`src/rtl/rs_syndrome_calc.sv`:
```
// First stage of the GF(2^5) Reed-Solomon decoder: accumulates S_1..S_NSYN of one
// received codeword with Horner's rule and hands them downstream with an error flag.
module rs_syndrome_calc #(
    parameter int N    = 31,
    parameter int NSYN = 4
) (
    input  logic                  clock,
    input  logic                  reset,
    input  logic [4:0]            sym_in,
    input  logic                  in_valid,
    output logic                  in_ready,
    output logic [5*NSYN-1:0]     syn_out,
    output logic                  err_det,
    output logic                  out_valid,
    input  logic                  out_ready
);

    // Handshake: a transfer happens on an edge where valid and ready are both 1;
    // in_ready/out_valid come straight from the state register.
    localparam int CNT_W = (N > 2) ? $clog2(N) : 1;
    localparam logic [CNT_W-1:0] LAST_IDX = CNT_W'(N - 1);

    // alpha^1 .. alpha^8 for p(x) = x^5 + x^2 + 1, alpha^1 in the low slice.
    localparam logic [39:0] ALPHA_POW = {5'b01101, 5'b10100, 5'b01010, 5'b00101,
                                         5'b10000, 5'b01000, 5'b00100, 5'b00010};

    typedef enum logic {
        COLLECT = 1'b0,
        HOLD    = 1'b1
    } state_t;

    state_t           state;
    state_t           state_next;
    logic [CNT_W-1:0] count;
    logic [4:0]       syn_q    [NSYN];
    logic [4:0]       syn_next [NSYN];
    logic             accept;
    logic             last_accept;
    logic             any_nonzero;

    function automatic logic [4:0] gf_add(input logic [4:0] a, input logic [4:0] b);
        return a ^ b;
    endfunction

    // Multiply by alpha (x), reducing x^5 -> x^2 + 1.
    function automatic logic [4:0] gf_xtime(input logic [4:0] v);
        return {v[3:0], 1'b0} ^ (v[4] ? 5'b00101 : 5'b00000);
    endfunction

    function automatic logic [4:0] gf_mul(input logic [4:0] a, input logic [4:0] b);
        logic [4:0] acc;
        logic [4:0] sh;
        acc = '0;
        sh  = a;
        for (int k = 0; k < 5; k++) begin
            if (b[k]) acc = gf_add(acc, sh);
            sh = gf_xtime(sh);
        end
        return acc;
    endfunction

    assign in_ready  = (state == COLLECT);
    assign out_valid = (state == HOLD);

    always_comb begin
        accept      = in_valid && (state == COLLECT);
        last_accept = accept && (count == LAST_IDX);
        any_nonzero = 1'b0;
        for (int i = 0; i < NSYN; i++) begin
            // The first symbol of a frame overwrites whatever the previous frame left.
            if (count == '0) begin
                syn_next[i] = sym_in;
            end else begin
                syn_next[i] = gf_add(gf_mul(syn_q[i], ALPHA_POW[5*i +: 5]), sym_in);
            end
            any_nonzero = any_nonzero | (|syn_next[i]);
        end
    end

    always_comb begin
        state_next = state;
        case (state)
            COLLECT: if (last_accept) state_next = HOLD;
            HOLD:    if (out_ready)   state_next = COLLECT;
            default: state_next = COLLECT;
        endcase
    end

    always_ff @(posedge clock) begin
        if (reset) begin
            state   <= COLLECT;
            count   <= '0;
            err_det <= 1'b0;
            for (int i = 0; i < NSYN; i++) syn_q[i] <= '0;
        end else begin
            state <= state_next;
            if (accept) begin
                count <= last_accept ? '0 : count + CNT_W'(1);
                for (int i = 0; i < NSYN; i++) syn_q[i] <= syn_next[i];
            end
            if (last_accept) err_det <= any_nonzero;
        end
    end

    always_comb begin
        syn_out = '0;
        for (int i = 0; i < NSYN; i++) syn_out[5*i +: 5] = syn_q[i];
    end

endmodule
```
`config.mk`:
```
export PLATFORM = sky130hd
export DESIGN_NAME = rs_syndrome_calc
export DESIGN_NICKNAME = d
export VERILOG_FILES = /design/src/rtl/rs_syndrome_calc.sv
export SDC_FILE = /design/constraint.sdc
export NUM_CORES = 1
export LEC_CHECK = 0
export CAP_MARGIN = 5
export CORE_MARGIN = 2
export CORE_UTILIZATION = 57
export DETAILED_ROUTE_END_ITERATION = 10
export PLACE_DENSITY = 0.85
export REMOVE_ABC_BUFFERS = 1
export SYNTH_ARGS = -nofsm -noshare
export SYNTH_HDL_FRONTEND = slang
export SYNTH_SLANG_ARGS = --single-unit
```
`constraint.sdc`:
```
create_clock -name clock -period 4.9 [get_ports clock]
set_input_delay 0.49 -clock clock [delete_from_list [all_inputs] [get_ports clock]]
set_output_delay 0.49 -clock clock [all_outputs]
set_load 0.03 [all_outputs]
```
==> results of run 1 <==
[metal layers]
layer  up-vias  GRT usage [%]
met1       756          30.73
met3         8          3.727
met4         0          7.295
met2        56          40.00
li1        774              -
met5         -              0
[layout make-up]
type                            count  share of cell area, %
Inverter                            4                 0.6696
Sequential cell                    27                  33.04
Tap cell                           46                  2.567
Multi-Input combinational cell    164                  48.38
Timing Repair Buffer               32                  14.17
Clock buffer                        4                  1.172
[worst max-delay path, cell delays in order (launching register included)]
cell      delay (ns)
dfxtp_1         0.37
inv_1           0.10
ha_1            0.17
or4b_4          0.61
o21ai_0         0.14
nand2_1         0.07
a32o_2          0.23
nor4_2          0.31
a211oi_2        0.12
[through the flow]
| step | setup slack, ns | total power [mW] | util, % | instances |
|---|---|---|---|---|
| 3_5_place_dp | 2.425 | 0.4658 | 67.47 | 273 |
| 3_3_place_gp | 2.528 | 0.4621 | 67.47 | 273 |
| 5_1_grt | 2.562 | 0.5896 | 68.27 | 277 |
| 2_1_floorplan | 2.616 | 0.4006 | - | 195 |
| 4_1_cts | 2.682 | 0.5616 | 68.27 | 277 |
| 6_report | 2.673 | 0.5607 | 68.27 | 277 |
[cell families (layout without fill, tap and decap cells)]
logic type | Yosys count | after routing | share of synthesized area (%)
buffers and inverters | 20 | 40 | 4.515
flip-flops | 27 | 27 | 38.74
adder cells (fa/ha/maj) | 3 | 3 | 1.964
XOR/XNOR | 39 | 39 | 18.98
AND/OR/NAND/NOR | 84 | 84 | 23.95
AO/OA/AOI/OAI | 38 | 38 | 11.85
[cells in the mapped netlist (2+ instances only)]
master	n	share of area (%)
xor2_1	22	10
nand4_1	4	1.3
nand2_1	19	3.7
nor2_1	22	4.3
o21ai_0	13	3.4
buf_2	3	0.79
inv_1	4	0.79
nor3_1	5	1.3
a31oi_1	2	0.65
nor2b_1	3	0.98
edfxtp_1	20	31
nand3b_1	2	0.79
nand3_1	9	2.4
a2bb2oi_1	2	0.92
dfxtp_1	7	7.3
xnor2_1	15	6.9
clkbuf_1	12	2.4
ha_1	3	2.0
or3_1	6	2.0
nand4b_1	2	0.92
a21oi_1	13	3.4
o22ai_1	2	0.65
[power breakdown]
part / leakage, nW / internal (mW) / total, mW / switching (mW)
registers: 0.277 / 0.263 / 0.283 / 0.0199
clock network: 0.0150 / 0.0320 / 0.0993 / 0.0673
logic: 0.474 / 0.0753 / 0.179 / 0.103
[sequential cells by signal, summed over array words and instances (netlist names)]
register and count:
err_det 1, count 5, syn_q 20, out_valid 1
[cell usage in the layout, fill, tap and decap left out, drive strengths merged, types with 2 or more instances in the layout]
cell type and instances:
a2bb2oi 2, nand3 9, nor2 23, dfxtp 7, nor2b 3, a31oi 2
a21oi 13, o22ai 2, nor3 6, nor3b 2, xor2 23, clkdlybuf4s50 31
edfxtp 20, nand2 20, nand4b 2, xnor2 15, clkbuf 4, nand4 4
o21ai 14, or3 6, nand3b 2, ha 3, inv 4
[worst paths after layout]
| kind | startpoint | endpoint | slack (ns) | depth (start not counted) |
|---|---|---|---|---|
| max | count[0]$_SDFFE_PP0P_ | err_det$_SDFFE_PP0P_ | 2.67 | 8 |
| min | count[0]$_SDFFE_PP0P_ | count[0]$_SDFFE_PP0P_ | 0.52 | 2 |
| max reg2reg | count[0]$_SDFFE_PP0P_ | err_det$_SDFFE_PP0P_ | 2.67 | 8 |
| min reg2reg | count[0]$_SDFFE_PP0P_ | count[0]$_SDFFE_PP0P_ | 0.52 | 2 |
==> flow_summary.ini, run 1 <==
[run_status]
status = finished, final reports clean

[power]
pwr_density_cell_nw_per_um2 = 250.1
p_leak_nw = 0.7656
ir_drop_mv = 0.1605

[cts]
ctsHtreeMaxLevel = 1
cts_inserted_buffers = 3
cts_resized = 0
cts_tree = built
cts.path.max_buffers = 2
clockRootBuffer = clkbuf_4
cts_setup_buffers = 0
clk_latency_ns = 0.33
cts.sink_count = 27
clk_pin_slew_ns = 0.15
hold_buffers = 0

[final_layout]
fill_cells = 275
diodes = 0
final_nets = 244
syn2layout_area_growth_pct = 17.28
multi_input_area_um2 = 1085
stdcell_area_um2 = 2242
drive_gt1_share_pct = 6.926
seq_area_um2 = 740.7

[sta]
final-setup-viol-count = 0
slew_viol_final = 0
fmax_mhz = 449.1
hold_viol = 0
whs_ns = 0.5185
worst_pin_slew_ns = 0.8184
timing.slew.headroom_pct = 45.44
fin_tns_setup_ns = 0
layout_min_cycle_time_ns = 2.227
finalClockSkew_ns = 0.008014
rsz0062_at_grt = false
min_period_over_period_pct = 45.44

[place]
gp_congestion = 0.8348
port_buffers = 31
placed_area_um2 = 2216
hpwl_um = 2932

[synthesis]
syn_area_um2 = 1912
syn_inst = 211
synth_edf_count = 20
seq_area_frac_synth_pct = 38.74
synth-seq-cells = 27
synth_area_per_cell_um2 = 9.061
synth_warnings = 0
ys.flop_type = edfxtp_1
async_flop_share_pct = 0
synthDistinctLibCells = 43

[drt]
detail-route-antenna-nets = 0
routedWlPerCell_um = 14.76
met2WireLength_um = 2002
dr_wl_met3_um = 260
drt-pass1-iter-count = 4
via_count = 1594
first_iter_violations = 116
drt-met1-wl_um = 1771
highest_layer = met4
drc = 0
vias_per_cell = 5.755
wl_um = 4089

[job]
maxCapViolations = 0

[global_routing]
grt_use_total_pct = 23.50
grt_max_degree = 23
grt_overflow = 0
grt_pass1_wl_um = 6686
grt_pass1_vias = 1483
antenna_found_initial = 0

[die]
design.core.area_um2 = 3284
rows = 21
ioPinCount = 32
die_width_um = 61.92
die-area_um2 = 3833
initial_core_util_pct = 58.21
fp.dieH_um = 61.92

[hold_path]
hold_path.class = register to register

[setup_path]
criticalPathCategory = register to register
end_kind = register
critPathMaxFanout = 22
crit_path_start_kind = register
worst-endpoint-arrival_ns = 2.46
crit_required_ns = 5.13
Power figures use the tool's default switching activity.
==> run 2: changes to the inputs <==
Settings changed: CORE_UTILIZATION 57 to 53, PLACE_DENSITY 0.85 to 0.8.
Clock period 4.9 ns to 2.2 ns, I/O delays scaled along.
==> flow_summary.ini, run 2 (synthesis gave the netlist of run 1 again) <==
[drt]
wl_um = 4466
detail-route-antenna-nets = 0
drt-pass1-iter-count = 4
drc = 0
first_iter_violations = 114
vias_per_cell = 5.729
via_count = 1673
routedWlPerCell_um = 15.29

[global_routing]
grt_pass1_vias = 1481
grt_use_total_pct = 21.68
antenna_found_initial = 0
grt_overflow = 0
grt_max_degree = 23
grt_pass1_wl_um = 6879

[final_layout]
seq_area_um2 = 740.7
final_cell_mix = clkdlybuf4s50_1, xor2_1, nor2_1
fill_cells = 255
mostFrequentLayoutCell = clkdlybuf4s50_1
largest_register_ffs = 20
largest-register = syn_q
largest_registers = syn_q x20, count x5
multi_input_area_um2 = 1117
fin_util_pct = 70.40
diodes = 0
stdcell_area_um2 = 2386
final_nets = 259
drive_gt1_share_pct = 13.01
syn2layout_area_growth_pct = 24.80

[place]
hpwl_um = 3121
placed_area_um2 = 2318
port_buffers = 31
gp_congestion = 0.9660

[cts]
clockRootBuffer = clkbuf_4
cts_inserted_buffers = 3
cts.path.max_buffers = 2
cts_tree = built
cts.sink_count = 27
hold_buffers = 0
ctsHtreeMaxLevel = 1
clk_pin_slew_ns = 0.14
clk_latency_ns = 0.33

[setup_path]
worst-endpoint-arrival_ns = 2.35
criticalPathCategory = register to register
end_kind = register
critPathMaxFanout = 11
crit_required_ns = 2.47
crit_path_start_kind = register

[hold_path]
hold_path.class = input pin to register

[sta]
fmax_mhz = 480.6
layout_min_cycle_time_ns = 2.081
finalClockSkew_ns = 0.001321
slew_viol_final = 0
worst_pin_slew_ns = 0.4236
min_period_over_period_pct = 94.58
timing.slew.headroom_pct = 71.67
hold_viol = 0
final-setup-viol-count = 0

[die]
initial_core_util_pct = 56.40
design.core.area_um2 = 3390
rows = 21
fp.dieH_um = 64.06
die_width_um = 64.06
die-area_um2 = 4104
ioPinCount = 32

[run_status]
status = finished, final reports clean

[power]
pwr_density_cell_nw_per_um2 = 541.6
ir_drop_mv = 0.3263
p_leak_nw = 0.8572

[job]
maxCapViolations = 0
run 2: cell count changes in the layout (fill, tap and decap cells not counted), sizes merged:
cell	previous run	this run
clkinv	0	1
buf	1	14
clkbuf	4	3
or4b	1	3
run 2: final timing paths:
kind	from	endpoint	slack, ns	depth (start not counted)
setup reg to reg	count[0]$_SDFFE_PP0P_	err_det$_SDFFE_PP0P_	0.12	6
setup / recovery	count[0]$_SDFFE_PP0P_	err_det$_SDFFE_PP0P_	0.12	6
hold / removal	out_ready	out_valid$_SDFF_PP0_	0.50	4
hold reg to reg	count[0]$_SDFFE_PP0P_	count[0]$_SDFFE_PP0P_	0.50	2
run 2: critical path: stages (launching register included):
cell and delay [ns]:
dfxtp_1 0.36, inv_1 0.11, ha_1 0.22, or4b_2 0.79, a22oi_1 0.27, nor3_2 0.09, a211oi_2 0.18
run 2: metrics by stage:
| step | setup WS (ns) | power, mW | cells | hold WS [ns] | setup TNS [ns] |
|---|---|---|---|---|---|
| 2_1_floorplan | -0.08429 | 0.8922 | 195 | 0.2891 | -0.08429 |
| 4_1_cts | 0.07952 | 1.280 | 289 | 0.5018 | 0 |
| 5_1_grt | -0.02172 | 1.359 | 292 | 0.5221 | -0.02172 |
| 3_5_place_dp | 0.1147 | 1.063 | 285 | 0.4820 | 0 |
| 3_3_place_gp | 0.1716 | 1.059 | 285 | 0.4776 | 0 |
| 6_report | 0.1193 | 1.292 | 292 | 0.4991 | 0 |
run 2: final cells by class:
| class | count | area share (%) |
|---|---|---|
| Inverter | 4 | 0.6293 |
| Tap cell | 46 | 2.412 |
| Clock inverter | 1 | 0.2098 |
| Sequential cell | 27 | 31.04 |
| Multi-Input combinational cell | 166 | 46.83 |
| Clock buffer | 3 | 0.9439 |
| Timing Repair Buffer | 45 | 17.93 |
run 2: routing by layer:
layer	vias to the layer above	global-route usage (%)	part of all wire [%]	wire, um
met3	7	2.465	8.7	387
met4	0	7.065	1.2	55
met2	77	35.81	46	2073
met1	781	29.63	44	1949
met5	-	0	0	0
li1	808	-	-	-
run 2: power by group:
group	total (mW)	leakage, nW	switching (mW)	internal, mW
Combinational	0.441	0.562	0.243	0.198
Sequential	0.633	0.277	0.0476	0.585
Clock	0.219	0.0177	0.151	0.0685
Total	1.29	0.857	0.441	0.851
run 2: repair_timing:
item | in CTS | in global routing
endpoints found under the setup margin | 0 | 1
buffers inserted | 0 | 1
resized for setup | 0 | 2
==> run 3: changes to the inputs <==
Settings changed: CORE_UTILIZATION 53 to 50, CTS_CLUSTER_DIAMETER from default to 150, PLACE_DENSITY 0.8 to 0.76.
==> flow_summary.ini, run 3 (synthesis gave the netlist of run 1 again) <==
[cts]
hold_buffers = 0
cts_inserted_buffers = 3
clk_latency_ns = 0.27
clockRootBuffer = clkbuf_8
cts_tree = built
cts.sink_count = 27
clk_pin_slew_ns = 0.09
cts.path.max_buffers = 2
ctsHtreeMaxLevel = 1

[power]
seq_power_share_pct = 46.9
power_frac_clock_pct = 21.1
pwr_density_cell_nw_per_um2 = 563.0
combPwrFrac_pct = 32.0
p_leak_nw = 0.8561
swShare_pct = 32.62
switchingPower_mw = 0.4396
ir_drop_mv = 0.2732
intPower_mw = 0.9080

[job]
maxCapViolations = 0

[sta]
finalClockSkew_ns = 0.005823
fmax_mhz = 484.1
min_period_over_period_pct = 93.90
hold_viol = 0
rsz0062_at_grt = false
timing.slew.headroom_pct = 70.44
slew_viol_final = 0
worst_pin_slew_ns = 0.4420
final-setup-viol-count = 0
fin_tns_setup_ns = 0
setup_ws_ns = 0.1342
layout_min_cycle_time_ns = 2.066

[place]
numPlacedInstances = 287
hpwl_um = 3136
port_buffers = 31
gp_congestion = 0.8537
pre_cts_ws_ns = 0.08275

[drt]
via_count = 1647
detail-route-antenna-nets = 0
wl_um = 4512
routedWlPerCell_um = 15.35
drt-pass1-iter-count = 4
first_iter_violations = 125
vias_per_cell = 5.602
drc = 0

[setup_path]
rrSetupSlack_ns = 0.13
worst-endpoint-arrival_ns = 2.27
reg2reg_from = count[0]$_SDFFE_PP0P_
r2r-end = err_det$_SDFFE_PP0P_
criticalPathCategory = register to register
critPathMaxFanout = 11
max_stage_delay_ns = 0.77
worst_path_max_delay_cell = or4b_2
end_kind = register
crit_path_start_kind = register
rr_worst_depth = 6
path_cells = inv_1, ha_1, or4b_2, a22oi_1, nor3_2, a211oi_2
crit_required_ns = 2.40

[final_layout]
largest_registers = syn_q x20, count x5
syn2layout_area_growth_pct = 25.20
largest-register = syn_q
final_cell_mix = clkdlybuf4s50_1, xor2_1, nor2_1
drive_gt1_share_pct = 12.60
mostFrequentLayoutCell = clkdlybuf4s50_1
fin_util_pct = 65.38
largest_register_ffs = 20
instances_no_fill = 294
final_nets = 259
diodes = 0

[die]
design.core.area_um2 = 3661
die_width_um = 65.84
ioPinCount = 32
fp.dieH_um = 65.84
initial_core_util_pct = 52.22
rows = 22
die-area_um2 = 4334

[hold_path]
hold_path.class = register to register
min_from = count[0]$_SDFFE_PP0P_
min_to = count[0]$_SDFFE_PP0P_
min_delay_path_depth = 2

[global_routing]
grt_pass1_wl_um = 7217
grt_use_total_pct = 21.77
grt_overflow = 0
antenna_found_initial = 0
grt_max_degree = 23
grt_pass1_vias = 1494

[run_status]
status = finished, final reports clean
## run 3: cell types whose count changed in the layout (fill, tap and decap cells not counted), sizes merged
cell | previous run | this run
clkbuf | 3 | 4
clkinv | 1 | 0
## run 3: what timing repair did
item	4_1_cts	5_1_grt
endpoints found under the setup margin	0	1
resized for setup	0	2
setup buffers	0	1
## run 3: cell type report
class,count,area (um^2)
clock buffer,4,45.04
fill,332,1267
inverter,4,15.01
multi-input combinational,166,1117
sequential,27,740.7
tap,48,60.06
timing repair buffer,45,415.4
## run 3: how the worst max path moves through the flow
stage	endpoint	from	slack, ns
floorplan	err_det$_SDFFE_PP0P_	count[0]$_SDFFE_PP0P_	-0.08
global placement	err_det$_SDFFE_PP0P_	count[0]$_SDFFE_PP0P_	0.10
detailed placement	err_det$_SDFFE_PP0P_	count[0]$_SDFFE_PP0P_	0.08
CTS	err_det$_SDFFE_PP0P_	count[0]$_SDFFE_PP0P_	0.04
global route	err_det$_SDFFE_PP0P_	count[0]$_SDFFE_PP0P_	0.004
finish	err_det$_SDFFE_PP0P_	count[0]$_SDFFE_PP0P_	0.13
## run 3: per-stage QoR
step           total power [mW]  hold WS [ns]  area, um^2
4_1_cts                   1.344        0.5005        2354
5_1_grt                   1.422        0.5330        2394
2_1_floorplan            0.8922        0.2891        1841
6_report                  1.348        0.5039        2394
3_3_place_gp              1.053        0.4804        2308
3_5_place_dp              1.058        0.4873        2308
## run 3: power by group through the flow
stage / logic (mW) / clock network (mW) / registers [mW]
floorplan: 0.198 / 0 / 0.694
global placement: 0.410 / 0 / 0.643
detailed placement: 0.414 / 0 / 0.644
CTS: 0.416 / 0.295 / 0.633
global route: 0.469 / 0.315 / 0.638
finish: 0.431 / 0.284 / 0.633
## run 3: per-layer routing
| layer | GRT usage (%) | share of wire [%] | vias to the layer above | wire length (um) |
|---|---|---|---|---|
| li1 | - | - | 813 | - |
| met1 | 30.81 | 48 | 769 | 2147 |
| met2 | 34.60 | 46 | 55 | 2069 |
| met3 | 2.215 | 4.3 | 10 | 196 |
| met4 | 7.813 | 2.2 | 0 | 99 |
| met5 | 0 | 0 | - | 0 |
## run 3: critical path, delay by kind of cell (launching register included)
family,cells,cell delay [ns]
and+or+nand+nor,2,0.86
AOI/OAI and AO/OA,2,0.47
DFF,1,0.34
adders and majority gates,1,0.22
buffers and inverters,1,0.11
